$ cat src/rtl/object_memory_arbiter_pkg.sv
// Shared defaults and state encoding for the object memory arbiter and its RAM.
package object_memory_arbiter_pkg;
   localparam int ADDR_W_DEF        = 7;
   localparam int DATA_W_DEF        = 11;
   localparam int BOARD_WORDS_DEF   = 104;
   localparam int GRANT_TIMEOUT_DEF = 16;

   typedef enum logic [1:0] {
      IDLE    = 2'd0,
      GRANT   = 2'd1,
      LOADING = 2'd2,
      PLAYING = 2'd3
   } arb_state_t;
endpackage

$ cat src/rtl/object_memory_arbiter_object_memory.sv
// Simple dual-port RAM: one synchronous write port, registered read-before-write port.
module object_memory
   import object_memory_arbiter_pkg::*;
#(
   parameter int ADDR_W = ADDR_W_DEF,
   parameter int DATA_W = DATA_W_DEF
) (
   input  logic              clk,
   input  logic              rst_n,
   input  logic              wr_en,
   input  logic [ADDR_W-1:0] wr_addr,
   input  logic [DATA_W-1:0] wr_data,
   input  logic [ADDR_W-1:0] rd_addr,
   output logic [DATA_W-1:0] rd_data
);
   logic [DATA_W-1:0] mem [2**ADDR_W];

   // Contents survive reset; only the read register is cleared.
   always_ff @(posedge clk) begin
      if (wr_en) mem[wr_addr] <= wr_data;
   end

   always_ff @(posedge clk or negedge rst_n) begin
      if (!rst_n) rd_data <= '0;
      else        rd_data <= mem[rd_addr];
   end
endmodule

$ cat src/rtl/object_memory_arbiter.sv
// Hands the object memory write port to the new-game coordinator or the engine by state.
// All outputs registered; state outputs follow the sampling edge, reads have 1-cycle latency.
module object_memory_arbiter
   import object_memory_arbiter_pkg::*;
#(
   parameter int ADDR_W        = ADDR_W_DEF,
   parameter int DATA_W        = DATA_W_DEF,
   parameter int BOARD_WORDS   = BOARD_WORDS_DEF,
   parameter int GRANT_TIMEOUT = GRANT_TIMEOUT_DEF
) (
   input  logic              clk,
   input  logic              rst_n,
   input  logic              new_game_request,
   output logic              new_game_in_progress,
   input  logic              resetting,
   input  logic              new_game_ready,
   input  logic [ADDR_W-1:0] ngc_addr,
   input  logic [DATA_W-1:0] ngc_data,
   input  logic              ngc_wren,
   input  logic [ADDR_W-1:0] eng_addr,
   input  logic [DATA_W-1:0] eng_data,
   input  logic              eng_wren,
   input  logic [ADDR_W-1:0] rd_addr,
   output logic [DATA_W-1:0] rd_data,
   output logic              game_active,
   output logic              load_error
);
   localparam int TO_W = $clog2(GRANT_TIMEOUT);
   localparam logic [TO_W-1:0]   TO_LAST = TO_W'(GRANT_TIMEOUT - 1);
   localparam logic [ADDR_W:0]   BW_EXT  = (ADDR_W + 1)'(BOARD_WORDS);

   arb_state_t        state_q, state_d;
   logic [TO_W-1:0]   tcnt_q, tcnt_d;
   logic [ADDR_W-1:0] lcnt_q, lcnt_d;
   logic              err_d;
   logic              wr_en;
   logic [ADDR_W-1:0] wr_addr;
   logic [DATA_W-1:0] wr_data;

   always_comb begin
      state_d = state_q;
      tcnt_d  = tcnt_q;
      lcnt_d  = lcnt_q;
      err_d   = 1'b0;
      wr_en   = 1'b0;
      wr_addr = ngc_addr;
      wr_data = ngc_data;
      case (state_q)
         IDLE: begin
            if (new_game_request) begin
               state_d = GRANT;
               tcnt_d  = '0;
            end
         end
         GRANT: begin
            if (resetting) begin
               state_d = LOADING;
               lcnt_d  = '0;
            end else if (tcnt_q == TO_LAST) begin
               state_d = IDLE;
               err_d   = 1'b1;
            end else begin
               tcnt_d = tcnt_q + TO_W'(1);
            end
         end
         LOADING: begin
            wr_en = ngc_wren;
            // Only in-board writes count, and the count saturates at a full board.
            if (ngc_wren && ({1'b0, ngc_addr} < BW_EXT) && ({1'b0, lcnt_q} < BW_EXT))
               lcnt_d = lcnt_q + ADDR_W'(1);
            if (new_game_ready) begin
               state_d = PLAYING;
               err_d   = ({1'b0, lcnt_q} < BW_EXT);
            end else if (!resetting) begin
               state_d = IDLE;
               err_d   = 1'b1;
            end
         end
         PLAYING: begin
            wr_en   = eng_wren;
            wr_addr = eng_addr;
            wr_data = eng_data;
            if (new_game_request) begin
               state_d = GRANT;
               tcnt_d  = '0;
            end
         end
         default: state_d = IDLE;
      endcase
   end

   always_ff @(posedge clk or negedge rst_n) begin
      if (!rst_n) begin
         state_q              <= IDLE;
         tcnt_q               <= '0;
         lcnt_q               <= '0;
         new_game_in_progress <= 1'b0;
         game_active          <= 1'b0;
         load_error           <= 1'b0;
      end else begin
         state_q              <= state_d;
         tcnt_q               <= tcnt_d;
         lcnt_q               <= lcnt_d;
         new_game_in_progress <= (state_d == GRANT) || (state_d == LOADING);
         game_active          <= (state_d == PLAYING);
         load_error           <= err_d;
      end
   end

   object_memory #(
      .ADDR_W (ADDR_W),
      .DATA_W (DATA_W)
   ) u_mem (
      .clk     (clk),
      .rst_n   (rst_n),
      .wr_en   (wr_en),
      .wr_addr (wr_addr),
      .wr_data (wr_data),
      .rd_addr (rd_addr),
      .rd_data (rd_data)
   );
endmodule

$ cat config.mk
export PLATFORM = sky130hd
export DESIGN_NAME = object_memory_arbiter
export DESIGN_NICKNAME = d
export VERILOG_FILES = /design/src/rtl/object_memory_arbiter_pkg.sv /design/src/rtl/object_memory_arbiter_object_memory.sv /design/src/rtl/object_memory_arbiter.sv
export SDC_FILE = /design/constraint.sdc
export NUM_CORES = 1
export LEC_CHECK = 0
export ABC_AREA = 1
export CORE_MARGIN = 4
export CORE_UTILIZATION = 31
export CTS_CLUSTER_SIZE = 40
export DETAILED_ROUTE_END_ITERATION = 8
export HOLD_SLACK_MARGIN = 0.08
export PLACE_DENSITY_LB_ADDON = 0.2
export SYNTH_ARGS = -nofsm -noshare
export SYNTH_HDL_FRONTEND = slang
export SYNTH_SLANG_ARGS = --single-unit
$ cat constraint.sdc
create_clock -name clk -period 2.6 [get_ports clk]
set_clock_uncertainty 0.15 [all_clocks]
set_input_delay 0.52 -clock clk [delete_from_list [all_inputs] [get_ports clk]]
set_output_delay 0.52 -clock clk [all_outputs]
set_load 0.1 [all_outputs]
==> results of run 1 <==
-- worst reg2reg max path: stages (launching register included) --
cell and delay, ns:
dfrtp_1 0.38, ha_2 0.23, o21ai_1 0.35, inv_1 0.13, nor2_1 0.17, buf_4 0.20, nand2_1 0.12, buf_12 0.16
nor2_1 0.17, buf_4 0.19
-- synth_stat cells (all sizes together) --
master  number
nor3         7
a21oi        9
dfrtp       27
o21ai       19
a22o         1
ha           7
xor2         3
inv         40
and2         1
clkbuf      65
clkinv       2
o211ai       1
o31ai        5
mux2        11
buf        252
xnor2        2
nand3     1283
nor2       147
edfxtp    1408
nand4        1
nand2     1693
-- metrics by stage --
stage	power (mW)	area [µm²]	std cells	setup WS [ns]	TNS, ns
floorplan	31.0	58600	4984	-0.0248	-31.73
global placement	35.9	65900	7688	-0.450	-432.62
detailed placement	35.9	65900	7688	-0.391	-373.55
CTS	57.9	70900	7970	0.0147	0
global route	59.4	71000	7973	-0.00414	-0.0429
finish	57.4	71000	7973	0.0764	0
-- power by group through the flow --
stage / logic [mW] / clock network, mW / registers, mW
4_1_cts: 8.39 / 22.5 / 27.1
2_1_floorplan: 3.04 / 0 / 27.9
3_5_place_dp: 8.38 / 0 / 27.6
5_1_grt: 8.83 / 23.5 / 27.1
6_report: 8.32 / 22.0 / 27.1
3_3_place_gp: 8.37 / 0 / 27.6
-- final timing paths --
check | from | endpoint | slack [ns] | depth (start not counted)
hold reg to reg | lcnt_q[1]$_DFFE_PN0P_ | lcnt_q[1]$_DFFE_PN0P_ | 0.37 | 2
max in group asynchronous | rst_n | u_mem.rd_data[5]$_DFF_PN0_ | 1.73 | 3
setup / recovery | state_q[0]$_DFF_PN0_ | u_mem.mem[43][7]$_DFFE_PP_ | 0.08 | 9
hold / removal | rst_n | new_game_in_progress$_DFF_PN0_ | 0.18 | 3
min in group clk | lcnt_q[1]$_DFFE_PN0P_ | lcnt_q[1]$_DFFE_PN0P_ | 0.37 | 2
setup reg to reg | state_q[0]$_DFF_PN0_ | u_mem.mem[43][7]$_DFFE_PP_ | 0.08 | 9
-- layout make-up --
class / instances / area share, %
flip-flops and latches: 1435 / 60.5
multi-input cells: 3190 / 19.9
repair buffers: 530 / 7.92
clock buffers: 187 / 5.66
well taps: 2495 / 4.39
clock inverters: 94 / 1.45
inverters: 42 / 0.252
-- metal layers --
metal | up-vias | track usage [%] | wire, µm
li1 | 18300 | - | -
met1 | 19700 | 24.9 | 80100
met2 | 1207 | 30.4 | 88700
met3 | 224 | 2.87 | 10600
met4 | 0 | 5.33 | 4610
met5 | - | 0 | 0
-- cells by family after synthesis --
group,synth area share (%)
and+or+nand+nor,22.9
DFF,73.3
buffers and inverters,2.96
AOI/OAI and AO/OA,0.363
muxes,0.211
adders and majority gates,0.150
xor gates and xnor gates,0.0748
-- flip-flops by register name, summed over array words and instances (netlist names) --
register,flops
u_mem.mem,1408
u_mem.rd_data,11
lcnt_q,7
tcnt_q,4
state_q,2
game_active,1
load_error,1
new_game_in_progress,1
-- what timing repair did --
item,CTS,global route
gates resized for setup,5,30
hold endpoints to repair,27,0
gates cloned,0,3
endpoints found under the setup margin,290,480
pin swaps,0,0
hold buffers,1,0
==> results.toml, run 1 <==
[clock_tree]
insertion_delay_ns = 0.80
cts_setup_buffers = 0
cts.htree.levels = 4
cts_root_buf = "clkbuf_16"
cts_buffers = 153
clock-sinks = 1435
cts_tree = "done"
clkSlewWorstSetupHoldPaths_ns = 0.06
clock_path_buffers = 3

[final_layout]
multiInputGateArea_um2 = 14100
antenna_cells = 0
seq_area_um2 = 43000
area_growth_pct = 21.3
drive_gt1_share_pct = 13.8
fillers = 18200
fin_nets = 5409
final_util_pct = 37.8
layout_commonest_cell = "nand2_1"
final_cell_mix = "nand2_1 (1689), edfxtp_1 (1408), nand3_1 (1283)"

[worst_setup_path]
cp_max_fo = 8
crit_required_ns = 2.95
crit_slowest_cell = "dfrtp_1"
worst_setup_path_start_kind = "register"
crit_path_end_kind = "register"
cp_top_family = "buffers and inverters"
crit_buf_inv = 4
arrival_ns = 2.87
path_class = "reg2reg"
max_stage_delay_ns = 0.38
crit_chain = "ha_2 > o21ai_1 > inv_1 > nor2_1 > buf_4 > nand2_1 > buf_12 > nor2_1 > buf_4"

[sta]
rsz0062_at_grt = "yes"
hold_ws_ns = 0.184
report.final.hold_viol_count = 0
max_freq_mhz = 396
period_share_pct = 97.1
tightest_slew_ns = 0.560
drv_slew = 0
setup_viol = 0
min_period_ns = 2.52
slew_headroom_pct = 62.7

[yosys]
syn_avg_cell_area_um2 = 11.8
seq_area_frac_synth_pct = 73.3
postSynthCellCount = 4984
yosys.area.top_type = "edfxtp_1"
syn_nets = 5041
synth_seq_cells = 1435
synth_area_leaders = "edfxtp_1 (72%), nand3_1 (11%), nand2_1 (11%), buf_2 (1.6%), dfrtp_1 (1.2%)"
ys_warn_count = 0
synth_top_area_share_pct = 72.2
syn_area_um2 = 58600
synth_cell_types = 29

[floorplan]
fp.dieH_um = 443
pin_count = 64
initial_core_util_pct = 31.2
die_x_um = 443
coreArea_um2 = 188000
die-area_um2 = 196000
rows = 159

[route]
vias = 39400
first_pass_iters = 5
route.detailed.drc = 0
drtIter0Drc = 4111
drtAntennaViolNets = 0
vias_per_cell = 4.94
wl_per_cell_um = 23.1
wl_um = 184000

[placement]
gp_congestion = 0.844
hpwl_um = 120000
port_buffers = 63

[power]
power_frac_clock_pct = 38.4
power.density_nw_per_um2 = 808
vdd_drop_max_mv = 0.501
p_seq_share_pct = 47.1
switchingPower_mw = 15.3
power.internal_mw = 42.1
leakagePower_nw = 25.7
pwr-share-comb_pct = 14.5
switching_share_pct = 26.7

[grt]
grt_pass1_vias = 38900
grt_pass1_wl_um = 265000
grt_max_degree = 67
antenna_found_initial = 4
grt_overflow = 0
grt_use_total_pct = 18.3

[worst_hold_path]
hp-class = "in2async"

[run]
cap_violations = 0

[status]
outcome = "completed"
Power figures use the tool's default switching activity.
==> run 2: changes to the inputs <==
- RECOVER_POWER: unset -> 50
==> results.toml, run 2 (same netlist as run 1, synthesis figures left out) <==
[final_layout]
multiInputGateArea_um2 = 14100
fillers = 18200
final_cell_mix = "nand2_1 (1689), edfxtp_1 (1408), nand3_1 (1283)"
layout_commonest_cell = "nand2_1"
area_growth_pct = 21.2
final_cell_area_um2 = 71000
drive_gt1_share_pct = 13.8
top_regs = "u_mem.mem x1408, u_mem.rd_data x11, lcnt_q x7"
top_register = "u_mem.mem"
fin_nets = 5409
largest_reg_flops = 1408
seq_area_um2 = 43000

[worst_setup_path]
crit_required_ns = 2.93
worstSetupStartpoint = "state_q[0]$_DFF_PN0_"
max_stage_delay_ns = 0.38
path_class = "reg2reg"
crit_path_end_kind = "register"
crit_slowest_cell = "dfrtp_1"
crit-reg2reg-launch = "state_q[0]$_DFF_PN0_"
cpMostUsedCell = "buf_4"
crit_buf_inv = 6
cp_max_fo = 11
cp_top_family = "buffers and inverters"
worst_setup_path_start_kind = "register"
crit_chain = "buf_4 > ha_1 > o21ai_0 > buf_4 > inv_1 > nor2_1 > buf_4 > nand2_2 > buf_12 > nor2_1 > buf_4"
arrival_ns = 2.85

[grt]
antenna_found_initial = 4
grt_overflow = 0
grt_pass1_wl_um = 265000
grt_use_total_pct = 18.3
grt_max_degree = 67
grt_pass1_vias = 38900

[clock_tree]
cts_tree = "done"
cts.htree.levels = 4
insertion_delay_ns = 0.79
cts_setup_buffers = 0
cts_buffers = 153
clkSlewWorstSetupHoldPaths_ns = 0.06
cts_root_buf = "clkbuf_16"
clock-sinks = 1435
clock_path_buffers = 3

[route]
dr_wl_met2_um = 88600
dr_wl_met3_um = 11100
routed.top_layer = "met4"
wl_um = 184000
drtIter0Drc = 4241
vias = 39300
route.detailed.drc = 0
drtAntennaViolNets = 0
wl_per_cell_um = 23.1
wl_met1_um = 79700
first_pass_iters = 6
vias_per_cell = 4.93

[placement]
port_buffers = 63
hpwl_um = 120000
gp_congestion = 0.844
place_area_um2 = 65900

[floorplan]
fp.dieH_um = 443
pin_count = 64
coreArea_um2 = 188000
initial_core_util_pct = 31.2
die-area_um2 = 196000
rows = 159
die_x_um = 443

[worst_hold_path]
hp-class = "in2async"

[power]
power.density_nw_per_um2 = 808
switchingPower_mw = 15.3
pwr-share-comb_pct = 14.5
p_seq_share_pct = 47.2
vdd_drop_max_mv = 0.505
power.internal_mw = 42.1
power_frac_clock_pct = 38.4
leakagePower_nw = 25.7
switching_share_pct = 26.7

[sta]
slew_headroom_pct = 32.7
drv_slew = 0
setup_viol = 0
report.final.hold_viol_count = 0
tightest_slew_ns = 1.01
setup_tns_ns = 0
min_period_ns = 2.52
rsz0062_at_grt = "yes"
period_share_pct = 97.0
max_freq_mhz = 396

[run]
cap_violations = 0

[status]
outcome = "completed"
run 2: changes by cell type in the layout (fill, tap and decap cells not counted), sizes merged:
cell | previous run | this run
clkbuf | 187 | 193
buf | 486 | 480
diode | 0 | 1
run 2: worst reg2reg max path, stage by stage (launching register included):
cell and delay, ns:
dfrtp_1 0.38, buf_4 0.15, ha_1 0.22, o21ai_0 0.18, buf_4 0.16, inv_1 0.05
nor2_1 0.08, buf_4 0.18, nand2_2 0.14, buf_12 0.19, nor2_1 0.11, buf_4 0.22
run 2: routing by layer:
layer	vias to the layer above	global-route usage, %
met5	-	0
met2	1265	30.4
li1	18300	-
met4	0	5.33
met3	220	2.87
met1	19500	24.9
run 2: path summary, 6_finish.rpt:
check	end	slack [ns]	cells past startpoint
worst max register to register	u_mem.mem[61][9]$_DFFE_PP_	0.08	11
max in group asynchronous	u_mem.rd_data[5]$_DFF_PN0_	1.29	3
min in group clk	lcnt_q[1]$_DFFE_PN0P_	0.37	2
worst min-delay path	new_game_in_progress$_DFF_PN0_	0.37	3
worst max-delay path	u_mem.mem[61][9]$_DFFE_PP_	0.08	11
worst min register to register	lcnt_q[1]$_DFFE_PN0P_	0.37	2
run 2: through the flow:
stage	instances	hold slack [ns]	util [%]	worst slack [ns]	power (mW)
after global placement	7688	0.352	35.1	-0.450	35.9
after detailed placement	7688	0.362	35.1	-0.391	35.9
final	7974	0.370	37.8	0.0771	57.4
after CTS	7970	0.127	37.8	0.0147	57.9
after floorplan	4984	0.0744	-	-0.0248	31.0
after global routing	7973	0.404	37.8	-0.00413	59.4
run 2: layout make-up:
cell class	instances	share of cell area [%]
well taps	2495	4.40
repair buffers	530	7.88
clock inverters	94	1.45
flip-flops and latches	1435	60.5
diodes	1	0.00352
clock buffers	187	5.66
multi-input cells	3190	19.9
inverters	42	0.252
run 2: power by group through the flow:
stage / Clock, mW / Sequential [mW] / Combinational [mW]
5_1_grt: 23.5 / 27.1 / 8.82
4_1_cts: 22.5 / 27.1 / 8.39
3_5_place_dp: 0 / 27.6 / 8.38
2_1_floorplan: 0 / 27.9 / 3.04
6_report: 22.0 / 27.1 / 8.30
3_3_place_gp: 0 / 27.6 / 8.37
run 2: timing repair:
item	CTS	global route
setup endpoints to repair	290	480
hold buffers	1	0
cloned	0	3
endpoints found under the hold margin	27	0
resized for setup	5	30
